===== config.mk =====
export PLATFORM = sky130hd
export DESIGN_NAME = ram_arbiter
export DESIGN_NICKNAME = d
export VERILOG_FILES = /design/src/rtl/ram_arbiter.sv
export SDC_FILE = /design/constraint.sdc
export NUM_CORES = 1
export LEC_CHECK = 0
export BUFFER_PORTS_ARGS = -buffer_cell sky130_fd_sc_hd__buf_2
export CORE_MARGIN = 2
export CORE_UTILIZATION = 49
export CTS_CLUSTER_SIZE = 40
export DETAILED_ROUTE_END_ITERATION = 8
export PLACE_DENSITY = 0.76
export REMOVE_ABC_BUFFERS = 1
export SYNTH_ARGS = -nofsm -noshare
export SYNTH_HDL_FRONTEND = slang
export SYNTH_SLANG_ARGS = --single-unit

===== constraint.sdc =====
create_clock -name clk -period 2.1 [get_ports clk]
set_input_delay 0 -clock clk [delete_from_list [all_inputs] [get_ports clk]]
set_output_delay 0 -clock clk [all_outputs]
set_load 0.02 [all_outputs]

===== src/rtl/ram_arbiter.sv =====
// ram_arbiter: shares one single-port synchronous RAM between the cpu fetch port
// and the program loader; one access at a time, each answered with a one-cycle ack.
module ram_arbiter #(
   parameter int DWIDTH  = 16,
   parameter int AWIDTH  = 8,
   parameter int RAM_LAT = 1
) (
   input  logic              clk,
   input  logic              rst_n,
   input  logic              cpu_req,
   input  logic [DWIDTH-1:0] cpu_addr,
   output logic              cpu_ack,
   output logic [DWIDTH-1:0] cpu_rdata,
   output logic              cpu_ovf,
   input  logic              ld_req,
   input  logic              ld_we,
   input  logic [AWIDTH-1:0] ld_addr,
   input  logic [DWIDTH-1:0] ld_wdata,
   input  logic              ld_prio,
   output logic              ld_ack,
   output logic [DWIDTH-1:0] ld_rdata,
   output logic              ram_cs,
   output logic              ram_we,
   output logic [AWIDTH-1:0] ram_addr,
   output logic [DWIDTH-1:0] ram_wdata,
   input  logic [DWIDTH-1:0] ram_rdata,
   output logic              busy
);
   typedef enum logic [1:0] {IDLE, ISSUE, WAIT, RESP} state_t;

   localparam logic [2:0] WAIT_LAST = 3'(RAM_LAT - 1);

   state_t            state;
   logic              cpu_pend;
   logic [AWIDTH-1:0] cpu_addr_q;
   logic              ld_mask;
   logic              last_cpu;
   logic              grant_ld;
   logic              is_write;
   logic [2:0]        wait_cnt;

   logic cpu_any, ld_any, pick_ld, cpu_resp;
   logic unused_addr_bits;

   assign unused_addr_bits = ^cpu_addr[DWIDTH-1:AWIDTH];

   // A same-cycle cpu_req counts as pending so an idle arbiter issues on the next cycle.
   assign cpu_any  = cpu_pend | cpu_req;
   assign ld_any   = ld_req & ~ld_mask;
   assign pick_ld  = ld_any & (~cpu_any | ld_prio | last_cpu);
   assign cpu_resp = (state == RESP) & ~grant_ld;
   assign busy     = (state != IDLE);

   always_ff @(posedge clk or negedge rst_n) begin
      if (!rst_n) begin
         state      <= IDLE;
         cpu_pend   <= 1'b0;
         cpu_addr_q <= '0;
         cpu_ovf    <= 1'b0;
         cpu_ack    <= 1'b0;
         cpu_rdata  <= '0;
         ld_ack     <= 1'b0;
         ld_rdata   <= '0;
         ld_mask    <= 1'b0;
         last_cpu   <= 1'b0;
         grant_ld   <= 1'b0;
         is_write   <= 1'b0;
         wait_cnt   <= '0;
         ram_cs     <= 1'b0;
         ram_we     <= 1'b0;
         ram_addr   <= '0;
         ram_wdata  <= '0;
      end else begin
         ram_cs  <= 1'b0;
         ram_we  <= 1'b0;
         cpu_ack <= 1'b0;
         ld_ack  <= 1'b0;
         ld_mask <= ld_ack;

         // A new strobe in the cpu RESP cycle is accepted: set wins over clear.
         if (cpu_req) begin
            if (cpu_pend && !cpu_resp) begin
               cpu_ovf <= 1'b1;
            end else begin
               cpu_pend   <= 1'b1;
               cpu_addr_q <= cpu_addr[AWIDTH-1:0];
            end
         end else if (cpu_resp) begin
            cpu_pend <= 1'b0;
         end

         case (state)
            IDLE: begin
               if (cpu_any || ld_any) begin
                  state    <= ISSUE;
                  grant_ld <= pick_ld;
                  ram_cs   <= 1'b1;
                  if (pick_ld) begin
                     ram_we    <= ld_we;
                     is_write  <= ld_we;
                     ram_addr  <= ld_addr;
                     ram_wdata <= ld_wdata;
                  end else begin
                     is_write <= 1'b0;
                     ram_addr <= cpu_pend ? cpu_addr_q : cpu_addr[AWIDTH-1:0];
                  end
               end
            end
            ISSUE: begin
               state    <= WAIT;
               wait_cnt <= WAIT_LAST;
            end
            WAIT: begin
               if (wait_cnt == 3'd0) begin
                  state <= RESP;
                  if (grant_ld) begin
                     ld_ack <= 1'b1;
                     if (!is_write) ld_rdata <= ram_rdata;
                  end else begin
                     cpu_ack   <= 1'b1;
                     cpu_rdata <= ram_rdata;
                  end
               end else begin
                  wait_cnt <= wait_cnt - 3'd1;
               end
            end
            RESP: begin
               state    <= IDLE;
               last_cpu <= ~grant_ld;
            end
            default: state <= IDLE;
         endcase
      end
   end
endmodule

== Yosys cells after proc, flatten, opt, wreduce, memory -nomap -nowiden ==
Index checks and enable logic that the tools add are counted.
Widths: inputs -> output; s select.

* Reduce and logical (&&, ||, !) cells: 17
* $add $sub $neg: 1
* Div/mod/pow operators: 0
* Order comparisons: 0
* Shift operators: 0
* Eq/ne operators: 7
* Multiplexer cells: 21
* Bitwise operators: 11
* Multipliers: 0

{| class="wikitable"
|+ Operator list
! cell !! count
|-
| $mux 8 || 2
|-
| $mux 1 || 14
|-
| $reduce_and 2->1 || 6
|-
| $ne 2x2->1 const B || 4
|-
| $pmux 2 s4 || 1
|-
| $pmux 3 s2 || 1
|-
| $reduce_and 3->1 || 2
|-
| $reduce_bool 2->1 || 3
|-
| $not 1->1 || 5
|-
| $eq 2x2->1 const B || 2
|-
| $mux 2 || 2
|-
| $reduce_and 4->1 || 1
|-
| $and 1x1->1 || 3
|-
| $logic_not 3->1 || 1
|-
| $mux 3 || 1
|-
| $or 1x1->1 || 3
|-
| $sub 3x1->3 const B || 1
|-
| $eq 2x1->1 const B || 1
|-
| $logic_not 2->1 || 1
|-
| $logic_and 1x1->1 || 1
|-
| $logic_not 1->1 || 1
|-
| $logic_or 1x1->1 || 1
|}

* Bits in writable memories: 0
* Bits in latches: 0
* Output and inout port bits: 62
* Memories: 0
* Register bits after elaboration: 79
* Bits in read-only memories: 0

== Longest topological paths before layout ==
Gate-level depths: netlist of run 1.

* Depth after elaboration: 8
* Depth in mapped cells: 8
* Depth with buffers taken out: 7

== Worst setup path after synthesis of run 1 ==
Ideal clock, no wire load.

* Kind: reg2reg
* From: register wait_cnt[0]
* To: register ld_rdata[10]
* Stages on the path, launching flop included: 9
* Buffers on the path: 2
* Data required time: 1.975 ns
* Data arrival time: 1.649 ns
* Setup slack: 0.326 ns
* Cell sequence: dfrtp_1 -> inv_1 -> ha_1 -> ha_1 -> and3_1 -> nand2b_1 -> buf_2 -> buf_6 -> mux2_2

* Cells in the longest elaborated chain, start to end: 2

{| class="wikitable"
|+ RTL lines
! element !! RTL line !! source
|-
| from (decl) || 40 || <nowiki>logic [2:0] wait_cnt;</nowiki>
|-
| from (signal assigned) || 124 || <nowiki>wait_cnt <= wait_cnt - 3'd1;</nowiki>
|-
| $logic_not 3->1 || 114 || <nowiki>if (wait_cnt == 3'd0) begin</nowiki>
|-
| $reduce_and 4->1 (no line) || -- ||
|-
| to (signal assigned) || 118 || <nowiki>if (!is_write) ld_rdata <= ram_rdata;</nowiki>
|-
| to (decl) || 21 || <nowiki>output logic [DWIDTH-1:0] ld_rdata,</nowiki>
|}

Every way passes these cells.
A chain may end at the register's enable or synchronous reset.

== Worst setup path after layout of run 1 ==
* From: register wait_cnt[0]
* To: register ld_rdata[0]

The elaborated chain is that of the path after synthesis.

==> summary.md, run 1 <==
| Metric | Value |
|---|---|
| Gpl congestion | `roughly 0.80` |
| Simple-Gate Fraction of Synth Area | `0.1279` |
| Worst-path cell chain | `inv_1, ha_1, ha_1, and3_1, nand2b_1, buf_12, mux2_2` |
| DR vias/cell | `4.931` |
| Worst path arrival time | `around 2 ns` |
| DRC | `0` |
| I/O pin total | `124` |
| Seq cells post-synth | `79` |
| Fin. max-slew vios | `0` |
| Hold Path Class | `in -> reg` |
| Share of layout cells above drive strength 1 | `0.4112` |
| Final Hold Fails | `0` |
| Clk network pwr share | `0.151` |
| FILL cells | `473` |
| Nets | `roughly 500` |
| WP data required | `around 2.3 ns` |
| PD cells | `between 1000 and 1500 mW/mm²` |
| RSZ-0062 raised after global routing | `false` |
| Reg clk slew, reported paths | `0.08 ns` |
| Crit path top cell by count | `ha_1` |
| Final Critical Period | `approximately 1.8 ns` |
| Max-Cap Viols | `0` |
| Number of diodes | `0` |
| Die X-Extent | `86.39 µm` |
| CTS H-tree depth | `3` |
| Worst setup SP type | `flop` |
| Mapped Area | `0.003326 mm²` |
| Total negative slack | `0 ns` |
| DP HPWL | `4.775 mm` |
| Total CTS buffers | `9` |
| Antenna Nets Post-Route | `0` |
| Grt ovf | `0` |
| Multiplexer share of the synthesized area | `0.1520` |
| Internal cell power | `4.006 mW` |
| WS Path Type | `reg -> reg` |
| Die H | `86.39 µm` |
| Synth top area share | `0.5944` |
| FMAX | `between 500 and 600 MHz` |
| VDD IR max | `0.5813 mV` |
| GRT Util Overall | `0.2059` |
| Post-Synthesis Cells | `268` |
| # setup viols final | `0` |
| Compound-gate portion of the synthesized area | `0.06358` |
| Largest family of logic cells by synthesized area | `multiplexers` |
| Drt pass-1 iters | `4` |
| Setup crit end kind | `flop` |
| Max clock buf depth | `2` |
| Synthesis-to-layout area growth | `40.63%` |
| Vias in the first global route | `2,592` |
| Row cnt | `30` |
| Hold slack final | `0.1421 ns` |
| Worst slew pin tran | `0.6559 ns` |
| Clk_skew | `0.01140 ns` |
| Count of input and output buffers | `115` |
| Root buf cell | `clkbuf_8` |
| Clk sink count | `79` |
| First-pass GRT wire length | `~12 mm` |
| Drt total wl | `7.571 mm` |
| Switching pwr | `around 2.8 mW` |
| Final period util | `0.8602` |
| Worst-skew pair later-pin latency | `0.35 ns` |
| Sequential Power Share | `0.385` |
| Starting Density | `0.4978` |
| Outcome | `complete, no violations` |
| Area of the core | `0.006681 mm²` |
| Via count | `approximately 2,600` |
| Drt initial violations | `67` |
| Sequential share of the synthesized area | `0.5944` |
| Commonest non-fill, non-tap cells in the layout | `buf_2, dfrtp_1, nand2_1` |
| Post-synth cell types | `35` |
| Commonest non-fill, non-tap cell in the layout | `buf_2` |
| Avg Inst Size Synth | `around 12 µm²` |
| Gate power share | `0.463` |
| Worst rel slew slack | `0.5601` |
| Lkg Pwr | `2.378 nW` |
| Wirelength per Cell | `between 10 and 15 µm` |
| CTS tree | `built` |
| Crit path largest cell delay | `about 0.37 ns` |
| Multi-input logic area | `0.001230 mm²` |
| Largest net degree at the start of global routing | `49` |
| Initial antenna violation count | `0` |
| CP delay by family, top | `adder cells` |
| Slowest stage cell, crit path | `dfrtp_1` |
| # resized after CTS | `0` |
| Register Area | `0.001977 mm²` |
| Switching part of the total | `0.4086` |
| Ys Warns | `0` |
| Adder-cell area share of the yosys netlist | `0.02634` |
| Die area | `between 0.007 and 0.008 mm²` |
| Cell taking the most area after synthesis | `dfrtp_1` |
| Worst Path Max Fanout | `16` |
| Xor/xnor cell area share of the yosys netlist | `0` |
| Ranking of synthesized cells by area | `dfrtp_1, mux2_2, nand2_1` |
| CP Buf/Inv Count | `2` |
[worst reg2reg max path, delay by kind of cell, from the launching register on]
family | cells | cell delay [ns]
muxes | 1 | 0.35
buffers and inverters | 2 | 0.21
adders and majority gates | 2 | 0.43
DFF | 1 | 0.37
and+or+nand+nor | 2 | 0.32
[cell usage after synthesis, drive strengths merged]
cell type and number:
and2b 3, dfrtp 79, o31ai 10, mux2i 1
inv 9, ha 7, o21ai 4, a211oi 8
a21o 1, nor2 10, and3 2, nor3 1
o31a 1, a31o 1, clkbuf 2, buf 8
nor2b 7, or2 1, a21oi 1, nand2b 4
clkinv 1, nand3b 1, o32a 1, nand2 64
mux2 41
[cells by family after synthesis]
group | count (synthesis)
adder cells (fa/ha/maj) | 7
AND/OR/NAND/NOR | 93
AO/OA/AOI/OAI | 27
flip-flops | 79
multiplexers | 42
buffers and inverters | 20
[cell type report]
cell class | count | area share
clock inverter | 7 | 0.01231
timing repair buffer | 171 | 0.2461
tap | 80 | 0.02140
sequential | 79 | 0.4227
inverter | 10 | 0.008026
clock buffer | 9 | 0.02648
multi-input combinational | 169 | 0.2630
[registers in the layout (all words and copies together), names as in the netlist, 2 cells and up]
name	count
cpu_addr_q	8
cpu_rdata	16
ld_rdata	16
ram_addr	8
ram_wdata	16
state	2
wait_cnt	3
[through the flow]
| step | power [mW] | util | setup slack [ns] | instances | cell area [µm²] |
|---|---|---|---|---|---|
| 4_1_cts | 6.812 | 0.7000 | 0.2840 | 525 | 4677 |
| 3_5_place_dp | 5.698 | 0.5964 | 0.2994 | 458 | 3985 |
| 2_1_floorplan | 4.639 | - | 0.2298 | 258 | 3244 |
| 3_3_place_gp | 5.582 | 0.5964 | 0.3355 | 458 | 3985 |
| 6_report | 6.774 | 0.7000 | 0.2935 | 525 | 4677 |
| 5_1_grt | 7.224 | 0.7000 | 0.1315 | 525 | 4677 |
[path summary, 6_finish.rpt]
kind	startpoint	endpoint	slack (ns)	depth (start not counted)
worst max-delay path	wait_cnt[0]	ld_rdata[0]	0.29	7
worst min-delay path	ld_prio	ram_addr[1]	0.14	4
worst max register to register	wait_cnt[0]	ld_rdata[0]	0.29	7
worst min register to register	ld_ack	ld_mask	0.39	0
max in group asynchronous	rst_n	ld_mask	1.27	3
min in group asynchronous	rst_n	cpu_rdata[11]	0.22	2
[timing repair]
item,CTS,global route
hold endpoints to repair,114,0
hold buffers,51,0
buffers inserted,0,0
[power groups by stage]
stage | Clock (mW) | Sequential [mW] | Combinational, mW
3_5_place_dp | 0 | 2.63 | 3.07
4_1_cts | 1.06 | 2.60 | 3.15
3_3_place_gp | 0 | 2.58 | 3.00
2_1_floorplan | 0 | 3.32 | 1.32
6_report | 1.03 | 2.61 | 3.14
5_1_grt | 1.12 | 2.68 | 3.43
[per-layer routing]
layer | share of wire | track usage
met1 | 0.42 | 0.2435
met2 | 0.52 | 0.3594
met3 | 0.045 | 0.05905
met4 | 0.010 | 0.06960
met5 | 0 | 0
Power figures use the tool's default switching activity.
==> run 2, diff against run 1 <==
--- a/config.mk
+++ b/config.mk
@@ -7,10 +7,10 @@
 export LEC_CHECK = 0
 export BUFFER_PORTS_ARGS = -buffer_cell sky130_fd_sc_hd__buf_2
 export CORE_MARGIN = 2
-export CORE_UTILIZATION = 49
+export CORE_UTILIZATION = 45
 export CTS_CLUSTER_SIZE = 40
 export DETAILED_ROUTE_END_ITERATION = 8
-export PLACE_DENSITY = 0.76
+export PLACE_DENSITY = 0.7
 export REMOVE_ABC_BUFFERS = 1
 export SYNTH_ARGS = -nofsm -noshare
 export SYNTH_HDL_FRONTEND = slang
==> summary.md, run 2 (synthesis results as in run 1) <==
| Metric | Value |
|---|---|
| Commonest non-fill, non-tap cell in the layout | `buf_2 (unchanged)` |
| Max clock buf depth | `2 (unchanged)` |
| Placed cell count | `477 (was 458)` |
| Fin cells | `544 (was 525)` |
| Fin. max-slew vios | `0 (unchanged)` |
| Clk network pwr share | `0.168 (was 0.151)` |
| DRC | `0 (unchanged)` |
| Reg clk slew, reported paths | `0.08 ns (about the same)` |
| WS Path Type | `reg -> reg (unchanged)` |
| Post-CTS setup repair buffer count | `0 (unchanged)` |
| Slowest stage cell, crit path | `dfrtp_1 (unchanged)` |
| Initial antenna violation count | `0 (unchanged)` |
| Grt ovf | `0 (unchanged)` |
| Count of input and output buffers | `115 (unchanged)` |
| Largest regs | `cpu_rdata x16, ld_rdata x16, ram_wdata x16 (unchanged)` |
| Die area | `0.008094 mm² (was 0.007462 mm²)` |
| Largest net degree at the start of global routing | `47 (was 49)` |
| Worst-path cell chain | `inv_1, ha_1, inv_1, nor3_1, nor2_1, mux2_2 (was inv_1, ha_1, ha_1, and3_1, nand2b_1, buf_12, mux2_2)` |
| Hold Crit Depth | `4 (unchanged)` |
| Clk_skew | `0.009729 ns (was 0.01140 ns)` |
| First-pass GRT wire length | `12.60 mm (was 11.94 mm)` |
| FMAX | `538.9 MHz (was 553.6 MHz)` |
| Hold endpoint | `ram_addr[1] (unchanged)` |
| # resized after CTS | `0 (unchanged)` |
| Switching part of the total | `0.3997 (was 0.4086)` |
| Die H | `89.97 µm (was 86.39 µm)` |
| Nets | `509 (unchanged)` |
| RSZ-0062 raised after global routing | `false (unchanged)` |
| Gate power share | `0.454 (was 0.463)` |
| Worst setup SP type | `flop (unchanged)` |
| DP HPWL | `4.926 mm (was 4.775 mm)` |
| Gpl congestion | `0.7375 (was 0.7963)` |
| Commonest non-fill, non-tap cells in the layout | `buf_2, dfrtp_1, nand2_1 (unchanged)` |
| CTS H-tree depth | `3 (unchanged)` |
| Reg-to-reg startpoint | `state[0] (was wait_cnt[0])` |
| Vias in the first global route | `2,605 (was 2,592)` |
| Number of diodes | `0 (unchanged)` |
| Final Critical Period | `1.856 ns (was 1.806 ns)` |
| Final Hold Fails | `0 (unchanged)` |
| Area of the core | `0.007214 mm² (was 0.006681 mm²)` |
| Sequential Power Share | `0.378 (was 0.385)` |
| Outcome | `complete, no violations (unchanged)` |
| Hold slack final | `0.1414 ns (was 0.1421 ns)` |
| Share of layout cells above drive strength 1 | `0.4112 (unchanged)` |
| Hold Path Class | `in -> reg (unchanged)` |
| Crit path largest cell delay | `0.42 ns (was 0.37 ns)` |
| Worst-skew pair later-pin latency | `0.34 ns (was 0.35 ns)` |
| Worst reg2reg path depth | `6 (was 7)` |
| Wirelength per Cell | `13.51 µm (was 14.42 µm)` |
| Worst path arrival time | `2.08 ns (was 2.03 ns)` |
| Row cnt | `31 (was 30)` |
| Drt initial violations | `90 (was 67)` |
| Internal cell power | `4.127 mW (was 4.006 mW)` |
| Antenna Nets Post-Route | `0 (unchanged)` |
| Hold path start | `ld_prio (unchanged)` |
| Worst rel slew slack | `0.5540 (was 0.5601)` |
| Final worst slack | `0.2442 ns (was 0.2935 ns)` |
| Lkg Pwr | `2.389 nW (was 2.378 nW)` |
| Total CTS buffers | `9 (unchanged)` |
| Drt total wl | `7.349 mm (was 7.571 mm)` |
| I/O pin total | `124 (unchanged)` |
| Max-Cap Viols | `0 (unchanged)` |
| Root buf cell | `clkbuf_8 (unchanged)` |
| # setup viols final | `0 (unchanged)` |
| Final instance area | `0.004725 mm² (was 0.004677 mm²)` |
| VDD IR max | `0.5820 mV (was 0.5813 mV)` |
| Switching pwr | `2.748 mW (was 2.768 mW)` |
| DR vias/cell | `4.651 (was 4.931)` |
| Placed cell area | `0.004009 mm² (was 0.003985 mm²)` |
| Drt pass-1 iters | `4 (unchanged)` |
| Worst slew pin tran | `0.6650 ns (was 0.6559 ns)` |
| Total negative slack | `0 ns (unchanged)` |
| Clk sink count | `79 (unchanged)` |
| Setup crit end kind | `flop (unchanged)` |
| Pre-CTS WS | `0.2907 ns (was 0.2994 ns)` |
| R2R Path End | `state[1] (was ld_rdata[0])` |
| Starting Density | `0.4610 (was 0.4978)` |
| GRT Util Overall | `0.1948 (was 0.2059)` |
| Via count | `2,530 (was 2,589)` |
| WP data required | `2.32 ns (about the same)` |
| Worst Path Max Fanout | `4 (was 16)` |
| CTS tree | `built (unchanged)` |
| R2R Setup Slk | `0.24 ns (was 0.29 ns)` |
| PD cells | `1455 mW/mm² (was 1448 mW/mm²)` |
| Crit path top cell by count | `inv_1 (was ha_1)` |
| Die X-Extent | `89.97 µm (was 86.39 µm)` |
| Final period util | `0.8837 (was 0.8602)` |
| Synthesis-to-layout area growth | `42.06% (was 40.63%)` |
run 2: area by class of cell:
class | instances | area, µm²
fillers | 580 | 2490
inverters | 10 | 37.54
repair buffers | 171 | 1151
multi-input cells | 169 | 1230
flip-flops and latches | 79 | 1977
well taps | 99 | 123.9
clock inverters | 7 | 81.33
clock buffers | 9 | 123.9
run 2: how the worst max path moves through the flow:
stage	depth (start not counted)	start	end
3_5_place_dp	7	wait_cnt[0]	cpu_rdata[2]
3_3_place_gp	7	wait_cnt[0]	cpu_rdata[2]
5_1_grt	7	wait_cnt[0]	cpu_rdata[9]
4_1_cts	6	state[0]	state[1]
6_report	6	state[0]	state[1]
2_1_floorplan	7	wait_cnt[0]	cpu_rdata[0]
run 2: power by group through the flow:
stage	logic [mW]	clock network (mW)	registers [mW]
6_report	3.12	1.15	2.60
3_5_place_dp	3.07	0	2.63
2_1_floorplan	1.32	0	3.32
3_3_place_gp	3.00	0	2.60
5_1_grt	3.38	1.27	2.69
4_1_cts	3.15	1.19	2.60
run 2: repair_timing:
item / in CTS / in global routing
endpoints found under the setup margin: 0 / 0
hold endpoints to repair: 100 / 0
hold buffers: 51 / 0
run 2: layer usage:
layer,GRT usage,share of wire,vias to the layer above
met5,0,0,-
met4,0.07821,0.017,0
met3,0.04107,0.036,8
met2,0.3308,0.51,61
met1,0.2447,0.44,1210
li1,-,-,1251
run 2: stage by stage:
| stage | util | power [mW] |
|---|---|---|
| after global routing | 0.6549 | 7.345 |
| after global placement | 0.5557 | 5.605 |
| after floorplan | - | 4.639 |
| after CTS | 0.6549 | 6.935 |
| final | 0.6549 | 6.875 |
| after detailed placement | 0.5557 | 5.700 |
run 2: critical path, delay by kind of cell, from the launching register on:
kind          cells  cell delay (ns)
simple gates      2             0.45
mux               1             0.28
fa+ha+maj         1             0.38
flops             1             0.42
buf+inv           2             0.21
